===== config.mk =====
export PLATFORM = sky130hd
export DESIGN_NAME = win_detect
export DESIGN_NICKNAME = d
export VERILOG_FILES = /design/src/rtl/win_detect.sv
export SDC_FILE = /design/constraint.sdc
export NUM_CORES = 1
export LEC_CHECK = 0
export CAP_MARGIN = 20
export CORE_ASPECT_RATIO = 0.7
export CORE_MARGIN = 4
export CORE_UTILIZATION = 25
export DETAILED_ROUTE_END_ITERATION = 10
export PLACE_DENSITY = 0.5
export SLEW_MARGIN = 40
export SYNTH_ARGS = -nofsm -noshare
export SYNTH_HDL_FRONTEND = slang
export SYNTH_SLANG_ARGS = --single-unit

===== constraint.sdc =====
create_clock -name clk -period 17.63 [get_ports clk]
set_input_delay 4.4075 -clock clk [delete_from_list [all_inputs] [get_ports clk]]
set_output_delay 4.4075 -clock clk [all_outputs]
set_load 0.02 [all_outputs]

===== src/rtl/win_detect.sv =====
// win_detect: connect-four line and full-board checker for a 6x7 board.
// Optional draw detection is built when WIN_DETECT_DRAW_EN is defined.
module win_detect #(
   parameter int RUN_LEN = 4
) (
   input  logic        clk,
   input  logic        rst,
   input  logic [83:0] board,
   input  logic [6:0]  location,
   output logic        term,
   output logic [1:0]  winner,
   output logic        draw,
   output logic        busy
);

   typedef enum logic [1:0] {IDLE, SCAN, DONE} state_t;

   state_t            state;
   logic [83:0]       shadow;
   logic [1:0]        colour;
   logic [1:0]        dir;
   logic              side;
   logic [2:0]        step;
   logic [2:0]        run;
   logic              win;
   logic signed [3:0] r0, c0, cr, cc;

   logic              org_hit;
   logic [2:0]        org_r, org_c;
   logic [1:0]        org_cell;
   logic              org_ok;
   logic              on_board;
   logic              match;
   logic signed [3:0] dr, dc, sdr, sdc, ndr, ndc;
   logic [3:0]        run_inc;
   logic              last_step;
   logic              full;

   function automatic logic [1:0] cell_at(
      input logic [83:0] b,
      input logic [2:0]  r,
      input logic [2:0]  c
   );
      logic [6:0] lo;
      lo = 7'd14 * {4'd0, r} + 7'd12 - {3'd0, c, 1'b0};
      return 2'(b >> lo);
   endfunction

   function automatic logic signed [3:0] dir_dr(input logic [1:0] d);
      return (d == 2'd0) ? 4'sd0 : 4'sd1;
   endfunction

   function automatic logic signed [3:0] dir_dc(input logic [1:0] d);
      logic signed [3:0] v;
      v = 4'sd0;
      unique case (d)
         2'd0: v = 4'sd1;
         2'd1: v = 4'sd0;
         2'd2: v = 4'sd1;
         2'd3: v = -4'sd1;
         default: v = 4'sd0;
      endcase
      return v;
   endfunction

   // Map the drop location back to (row, col) and fetch its piece.
   always_comb begin
      org_hit = 1'b0;
      org_r   = '0;
      org_c   = '0;
      for (int r = 0; r < 6; r++)
         for (int c = 0; c < 7; c++)
            if (location == 7'(13 + 14 * r - 2 * c)) begin
               org_hit = 1'b1;
               org_r   = 3'(r);
               org_c   = 3'(c);
            end
      org_cell = cell_at(board, org_r, org_c);
      org_ok   = org_hit && (org_cell == 2'b01 || org_cell == 2'b10);
   end

   // Current probe: direction vectors, bounds test and colour match.
   always_comb begin
      dr        = dir_dr(dir);
      dc        = dir_dc(dir);
      ndr       = dir_dr(dir + 2'd1);
      ndc       = dir_dc(dir + 2'd1);
      sdr       = side ? -dr : dr;
      sdc       = side ? -dc : dc;
      on_board  = (cr >= 4'sd0) && (cr <= 4'sd5) &&
                  (cc >= 4'sd0) && (cc <= 4'sd6);
      match     = on_board &&
                  (cell_at(shadow, cr[2:0], cc[2:0]) == colour);
      run_inc   = {1'b0, run} + 4'd1;
      last_step = (step == 3'(RUN_LEN - 2));
   end

`ifdef WIN_DETECT_DRAW_EN
   // A board counts as full once no cell holds the empty code.
   always_comb begin
      full = 1'b1;
      for (int i = 0; i < 42; i++)
         if (shadow[2*i +: 2] == 2'b00)
            full = 1'b0;
   end
`else
   assign full = 1'b0;
`endif

   // Scan FSM: latch on board change, walk each direction, report.
   always_ff @(posedge clk) begin
      if (rst) begin
         state  <= IDLE;
         shadow <= '0;
         colour <= '0;
         dir    <= '0;
         side   <= 1'b0;
         step   <= '0;
         run    <= 3'd1;
         win    <= 1'b0;
         r0     <= '0;
         c0     <= '0;
         cr     <= '0;
         cc     <= '0;
         term   <= 1'b0;
         winner <= 2'b00;
         draw   <= 1'b0;
         busy   <= 1'b0;
      end else if (board != shadow) begin
         shadow <= board;
         colour <= org_cell;
         r0     <= $signed({1'b0, org_r});
         c0     <= $signed({1'b0, org_c});
         cr     <= $signed({1'b0, org_r});
         cc     <= $signed({1'b0, org_c}) + 4'sd1;
         dir    <= 2'd0;
         side   <= 1'b0;
         step   <= '0;
         run    <= 3'd1;
         win    <= 1'b0;
         busy   <= 1'b1;
         state  <= org_ok ? SCAN : DONE;
      end else begin
         unique case (state)
            IDLE: ;
            SCAN: begin
               if (match && run_inc >= 4'(RUN_LEN)) begin
                  win   <= 1'b1;
                  state <= DONE;
               end else if (match && !last_step) begin
                  run  <= run_inc[2:0];
                  step <= step + 3'd1;
                  cr   <= cr + sdr;
                  cc   <= cc + sdc;
               end else if (!side) begin
                  if (match)
                     run <= run_inc[2:0];
                  side <= 1'b1;
                  step <= '0;
                  cr   <= r0 - dr;
                  cc   <= c0 - dc;
               end else if (dir == 2'd3) begin
                  state <= DONE;
               end else begin
                  dir  <= dir + 2'd1;
                  side <= 1'b0;
                  step <= '0;
                  run  <= 3'd1;
                  cr   <= r0 + ndr;
                  cc   <= c0 + ndc;
               end
            end
            DONE: begin
               term   <= win | full;
               winner <= win ? colour : 2'b00;
               draw   <= !win && full;
               busy   <= 1'b0;
               state  <= IDLE;
            end
            default: begin
               busy  <= 1'b0;
               state <= IDLE;
            end
         endcase
      end
   end

endmodule


==> impl_metrics.py, run 1 <==
metrics = {
    "grt": {
        "grt_pass1_wl_um": 37200,
        "grt_overflow_total": 0,
        "grt_pass1_vias": 5977,
        "grt_usage": 0.1405,
        "grt_start_max_net_pins": 95,
        "antenna_found_initial": 0,
    },
    "clock_tree": {
        "cts_tree": "built",
        "ctsResizeCount": 0,
        "cts_max_level": 4,
        "clock_sinks": 116,
        "clk_pin_slew_ps": 60,
        "clock_path_buffers": 2,
        "cts_hold_buf": 0,
        "clk_latency_ps": 430,
        "post_cts_buffers": 0,
        "cts_buffers": 17,
        "cts_root_buf": "clkbuf_16",
    },
    "worst_setup_path": {
        "cp-end-kind": "register",
        "cp_slowest_cell": "fa_2",
        "setup.worst_path.start_class": "input pin",
        "crit_buf_inv": 3,
        "cp.arrival_ps": 9870,
        "crit_top_cell": "nand2_1",
        "r2r_setup_slack_ps": 11510,
        "cp_max_fo": 24,
        "cp_cell_sequence": "clkdlybuf4s50_1, nor2_1, nand2_1, nand2_1, nand2_1, nand2_1, a22oi_1, nor2_1, o21ai_0, ha_1, buf_4, inv_1, fa_2, mux4_2, mux4_2, mux2_2, a21oi_1, xnor2_1, nor2_1, o21a_1",
        "crit_required_ps": 17950,
        "crit_family": "adder cells",
        "critPathKind": "input pin to register",
        "slowest_delay_ps": 1000,
    },
    "routing": {
        "first_pass_iters": 6,
        "avgRoutedWirePerCell_um": 18.76,
        "routed_wl_um": 24550,
        "top_layer_used": "met4",
        "dr_total_vias": 6095,
        "drt-initial-drc-count": 573,
        "drc": 0,
        "via_per_inst": 4.656,
        "wl_met2_um": 9545,
        "detail-route-antenna-nets": 0,
        "met3WireLength_um": 2072,
        "met1Wirelength_um": 12690,
    },
    "sta": {
        "rsz0062_at_grt": "no",
        "fin_crit_sh": 0.5417,
        "setup-tns-final_ps": 0,
        "final_max_slew_viol_count": 0,
        "whs_ps": 481.3,
        "worst_slew_pin_slew_ps": 820.2,
        "fmax_mhz": 104.7,
        "slew_headroom": 0.4505,
        "setup_ws_ps": 8079,
        "setup_viol": 0,
        "skew_ps": 7.879,
        "final-hold-violation-count": 0,
        "post-route-min-period_ps": 9551,
    },
    "synth": {
        "synth_top_family_by_area": "multiplexers",
        "postSynthAreaPerCell_um2": 10.01,
        "yosys.area.top_type_share": 0.2930,
        "syn_nets": 944,
        "async_flop_share": 0,
        "synth.area.mux_share": 0.1837,
        "ys.warnings.count": 0,
        "syn_area_um2": 7926,
        "synthFlopType": "dfxtp_1",
        "synth_compound_gate_area_share": 0.07956,
        "ys_types": 63,
        "yosysSeqAreaShare": 0.2930,
        "synth_edf_count": 0,
        "synthSimpleGateAreaFrac": 0.1648,
        "synth_top_cell_by_area": "dfxtp_1",
        "synthCells": 792,
        "yosys_register_bits": 116,
        "synthXorXnorAreaFrac": 0.1280,
        "synth_adder_area_share": 0.1058,
        "netlist_top_cells_area": "dfxtp_1 29%, mux4_2 9.4%, xnor2_1 8.2%, ha_1 7.4%, nor2b_1 7.1%",
    },
    "die": {
        "die_w_um": 220.8,
        "start_util": 0.2539,
        "dieHeight_um": 157.0,
        "pin_count": 98,
        "row_count": 54,
        "die_area_um2": 34660,
        "core_um2": 31210,
    },
    "worst_hold_path": {
        "hp-class": "register to register",
    },
    "layout": {
        "area_growth_pct": 24.83,
        "final_common_cell": "dfxtp_1",
        "seqCellArea_um2": 2322,
        "final_util": 0.3170,
        "fin_cells": 1309,
        "fillers": 3245,
        "drive_above_1_share": 0.1080,
        "finalNetCount": 1028,
        "antennaDiodeCount": 0,
        "mostFrequentLayoutCells": "116 x dfxtp_1, 95 x clkdlybuf4s50_1, 90 x nor2b_1, 73 x xnor2_1, 46 x ha_1",
        "multi_input_area_um2": 5269,
        "finalInstanceArea_um2": 9894,
    },
    "placement": {
        "place_area_um2": 9304,
        "place_ws_ps": 7641,
        "gp_congestion": 0.8291,
        "dp.cells": 1277,
        "dpl.hpwl_um": 19160,
        "io_buffer_count": 96,
    },
    "pwr": {
        "finalPower_mw": 1.006,
        "peakVddDrop_v": 0.00007560,
        "power_density_nw_per_um2": 101.7,
        "p_leak_nw": 3.930,
    },
    "status": {
        "status": "completed",
    },
    "job": {
        "max_cap_violations": 0,
    },
}
kinds of logic (layout without fill, tap and decap cells):
family	Yosys count	after routing
and+or+nand+nor	237	237
DFF	116	116
xor gates and xnor gates	115	115
AOI/OAI and AO/OA	94	94
muxes	85	85
buffers and inverters	84	181
adders and majority gates	60	60
other	1	1
synth_stat cells (all sizes together) (4+ instances only):
library cell	count
o21ai	20
clkbuf	25
inv	46
xnor2	75
nor3	6
a211oi	5
nor2	41
a21o	8
fa	12
nand4	21
mux2	11
mux4	44
o21a	4
nor4	11
mux2i	30
ha	47
nand3	10
buf	13
xor2	40
nor2b	90
nor3b	6
a21oi	34
nand2	31
nand2b	6
dfxtp	116
where the power goes:
group / switching [mW] / internal [mW] / total (mW)
logic: 0.190 / 0.168 / 0.358
clock network: 0.133 / 0.222 / 0.354
registers: 0.0155 / 0.278 / 0.294
final cells by class:
type | count | share of cell area
multi-input cells | 592 | 0.5325
flip-flops and latches | 116 | 0.2347
repair buffers | 103 | 0.1026
well taps | 420 | 0.05311
clock buffers | 19 | 0.04375
inverters | 46 | 0.01745
clock inverters | 13 | 0.01593
path summary, 6_finish.rpt:
path / startpoint / end / cells after the start
worst min-delay path: run[2] / run[2] / 1
worst max register to register: cc[0] / cr[0] / 16
worst min register to register: run[2] / run[2] / 1
worst max-delay path: location[4] / state[0] / 20
flip-flops by register name (all words and copies together), names as in the netlist:
signal,count
shadow,84
r0,3
winner,2
run,3
state,2
busy,1
cr,4
term,1
step,3
cc,4
win,1
c0,3
side,1
colour,2
dir,2
layer usage:
metal | track usage | up-vias
met1 | 0.2168 | 2957
met4 | 0.03326 | 0
met3 | 0.04213 | 22
met5 | 0 | -
met2 | 0.1888 | 179
li1 | - | 2937
No activity file was read; power rests on OpenSTA's default activity.
==> run 2: changes to the inputs <==
Settings changed: PLACE_DENSITY 0.5 to 0.52.
Clock period 17.63 ns to 8 ns, I/O delays scaled along.
==> run 2 against run 1 <==
Effect of this change: die area is the same; sequential share of layout area barely moved; count of clock-buffer cells in the layout is the same; final cell count increased by 0.23%; core utilization is essentially flat; design area up 0.15%; non-clock buffer count is 3 higher; hold slack is essentially flat.
==> impl_metrics.py, run 2 (synthesized netlist as in run 1, its figures left out) <==
metrics = {
    "status": {
        "status": "completed",
    },
    "worst_setup_path": {
        "critPathKind": "input pin to register",
        "cp-end-kind": "register",
        "crit_required_ps": 8320,
        "slowest_delay_ps": 770,
        "cp_max_fo": 12,
        "cp.arrival_ps": 7410,
        "setup.worst_path.start_class": "input pin",
        "worstReg2RegStart": "cr[0]",
        "crit_family": "adder cells",
        "rr_worst_depth": 18,
        "path_depth": 19,
        "cp_cell_sequence": "clkdlybuf4s50_1, maj3_1, nand3b_1, a21oi_1, o21a_1, inv_1, fa_1, inv_1, ha_1, fa_1, inv_1, ha_1, xnor2_1, mux4_2, mux2_2, a21oi_1, xnor2_1, nor2_1, o21a_1",
        "crit_buf_inv": 4,
        "r2r_setup_slack_ps": 2530,
        "crit_start": "location[2]",
        "cp_slowest_cell": "clkdlybuf4s50_1",
        "crit_top_cell": "inv_1",
    },
    "sta": {
        "final_max_slew_viol_count": 0,
        "rsz0062_at_grt": "no",
        "setup_viol": 0,
        "slew_headroom": 0.3890,
        "post-route-min-period_ps": 7096,
        "final-hold-violation-count": 0,
        "fin_crit_sh": 0.8870,
        "worst_slew_pin_slew_ps": 909.9,
        "setup-tns-final_ps": 0,
        "fmax_mhz": 140.9,
        "setup_ws_ps": 904.0,
        "skew_ps": 9.319,
    },
    "routing": {
        "detail-route-antenna-nets": 0,
        "avgRoutedWirePerCell_um": 18.60,
        "via_per_inst": 4.639,
        "routed_wl_um": 24400,
        "dr_total_vias": 6086,
        "drt-initial-drc-count": 509,
        "drc": 0,
        "first_pass_iters": 5,
    },
    "clock_tree": {
        "ctsResizeCount": 0,
        "cts_hold_buf": 0,
        "cts_buffers": 17,
        "cts_tree": "built",
        "post_cts_buffers": 0,
        "clock_path_buffers": 2,
        "clk_pin_slew_ps": 60,
        "cts_max_level": 4,
        "clk_latency_ps": 430,
        "cts_root_buf": "clkbuf_16",
        "clock_sinks": 116,
    },
    "placement": {
        "dpl.hpwl_um": 19290,
        "io_buffer_count": 96,
        "place_ws_ps": 524.4,
        "place_area_um2": 9318,
        "gp_congestion": 0.8940,
    },
    "layout": {
        "drive_above_1_share": 0.1099,
        "area_growth_pct": 25.02,
        "largest_reg_flops": 84,
        "mostFrequentLayoutCells": "116 x dfxtp_1, 95 x clkdlybuf4s50_1, 90 x nor2b_1, 74 x xnor2_1, 47 x ha_1",
        "regMostFlops": "shadow",
        "antennaDiodeCount": 0,
        "finalNetCount": 1031,
        "finalInstanceArea_um2": 9910,
        "reg_top3": "shadow (84), cc (4), cr (4)",
        "final_common_cell": "dfxtp_1",
    },
    "pwr": {
        "finalPower_mw": 2.228,
        "power_density_nw_per_um2": 224.9,
        "peakVddDrop_v": 0.0001422,
        "p_leak_nw": 3.932,
    },
    "grt": {
        "grt_pass1_wl_um": 37190,
        "antenna_found_initial": 1,
        "grt_pass1_vias": 5976,
        "grt_overflow_total": 0,
        "grt_usage": 0.1411,
        "grt_start_max_net_pins": 58,
    },
    "die": {
        "start_util": 0.2539,
        "die_area_um2": 34660,
        "pin_count": 98,
        "die_w_um": 220.8,
        "row_count": 54,
        "core_um2": 31210,
        "dieHeight_um": 157.0,
    },
    "worst_hold_path": {
        "hp-class": "register to register",
        "min-delay-start": "run[2]",
        "hold_path_depth": 1,
    },
    "job": {
        "max_cap_violations": 0,
    },
}
## run 2: cell count changes in the layout (fill, tap and decap cells not counted)
cell | previous run | this run
buf_4 | 7 | 11
buf_6 | 1 | 0
clkinv_2 | 5 | 4
clkinvlp_4 | 1 | 3
ha_1 | 46 | 47
ha_2 | 1 | 0
inv_6 | 2 | 1
nand3_1 | 10 | 9
nand3_2 | 0 | 1
xnor2_1 | 73 | 74
xnor2_2 | 2 | 1
## run 2: per-stage QoR
stage | hold slack [ps] | util | instances
2_1_floorplan | 456.0 | - | 792
4_1_cts | 480.7 | 0.3175 | 1312
3_5_place_dp | 471.3 | 0.2985 | 1280
3_3_place_gp | 467.0 | 0.2981 | 1280
5_1_grt | 501.3 | 0.3175 | 1312
6_report | 481.0 | 0.3175 | 1312
## run 2: final timing paths
check / endpoint
setup / recovery: state[0]
hold / removal: run[2]
setup reg to reg: cr[0]
hold reg to reg: run[2]
## run 2: layout make-up
| class | instances | area [um2] |
|---|---|---|
| inverter | 46 | 172.7 |
| fill | 3256 | 21310 |
| sequential | 116 | 2322 |
| timing repair buffer | 106 | 1033 |
| clock buffer | 19 | 432.9 |
| tap | 420 | 525.5 |
| multi-input combinational | 592 | 5264 |
| clock inverter | 13 | 158.9 |
## run 2: power breakdown
part	internal [mW]	switching (mW)	total, mW
Clock	0.488	0.290	0.779
Sequential	0.613	0.0340	0.647
Combinational	0.374	0.429	0.803
Total	1.47	0.754	2.23
## run 2: metal layers
layer	part of all wire	GRT usage	wire length, um
met1	0.53	0.2148	12880
met2	0.39	0.1916	9472
met3	0.072	0.04437	1759
met4	0.012	0.03386	282
met5	0.00033	0	8
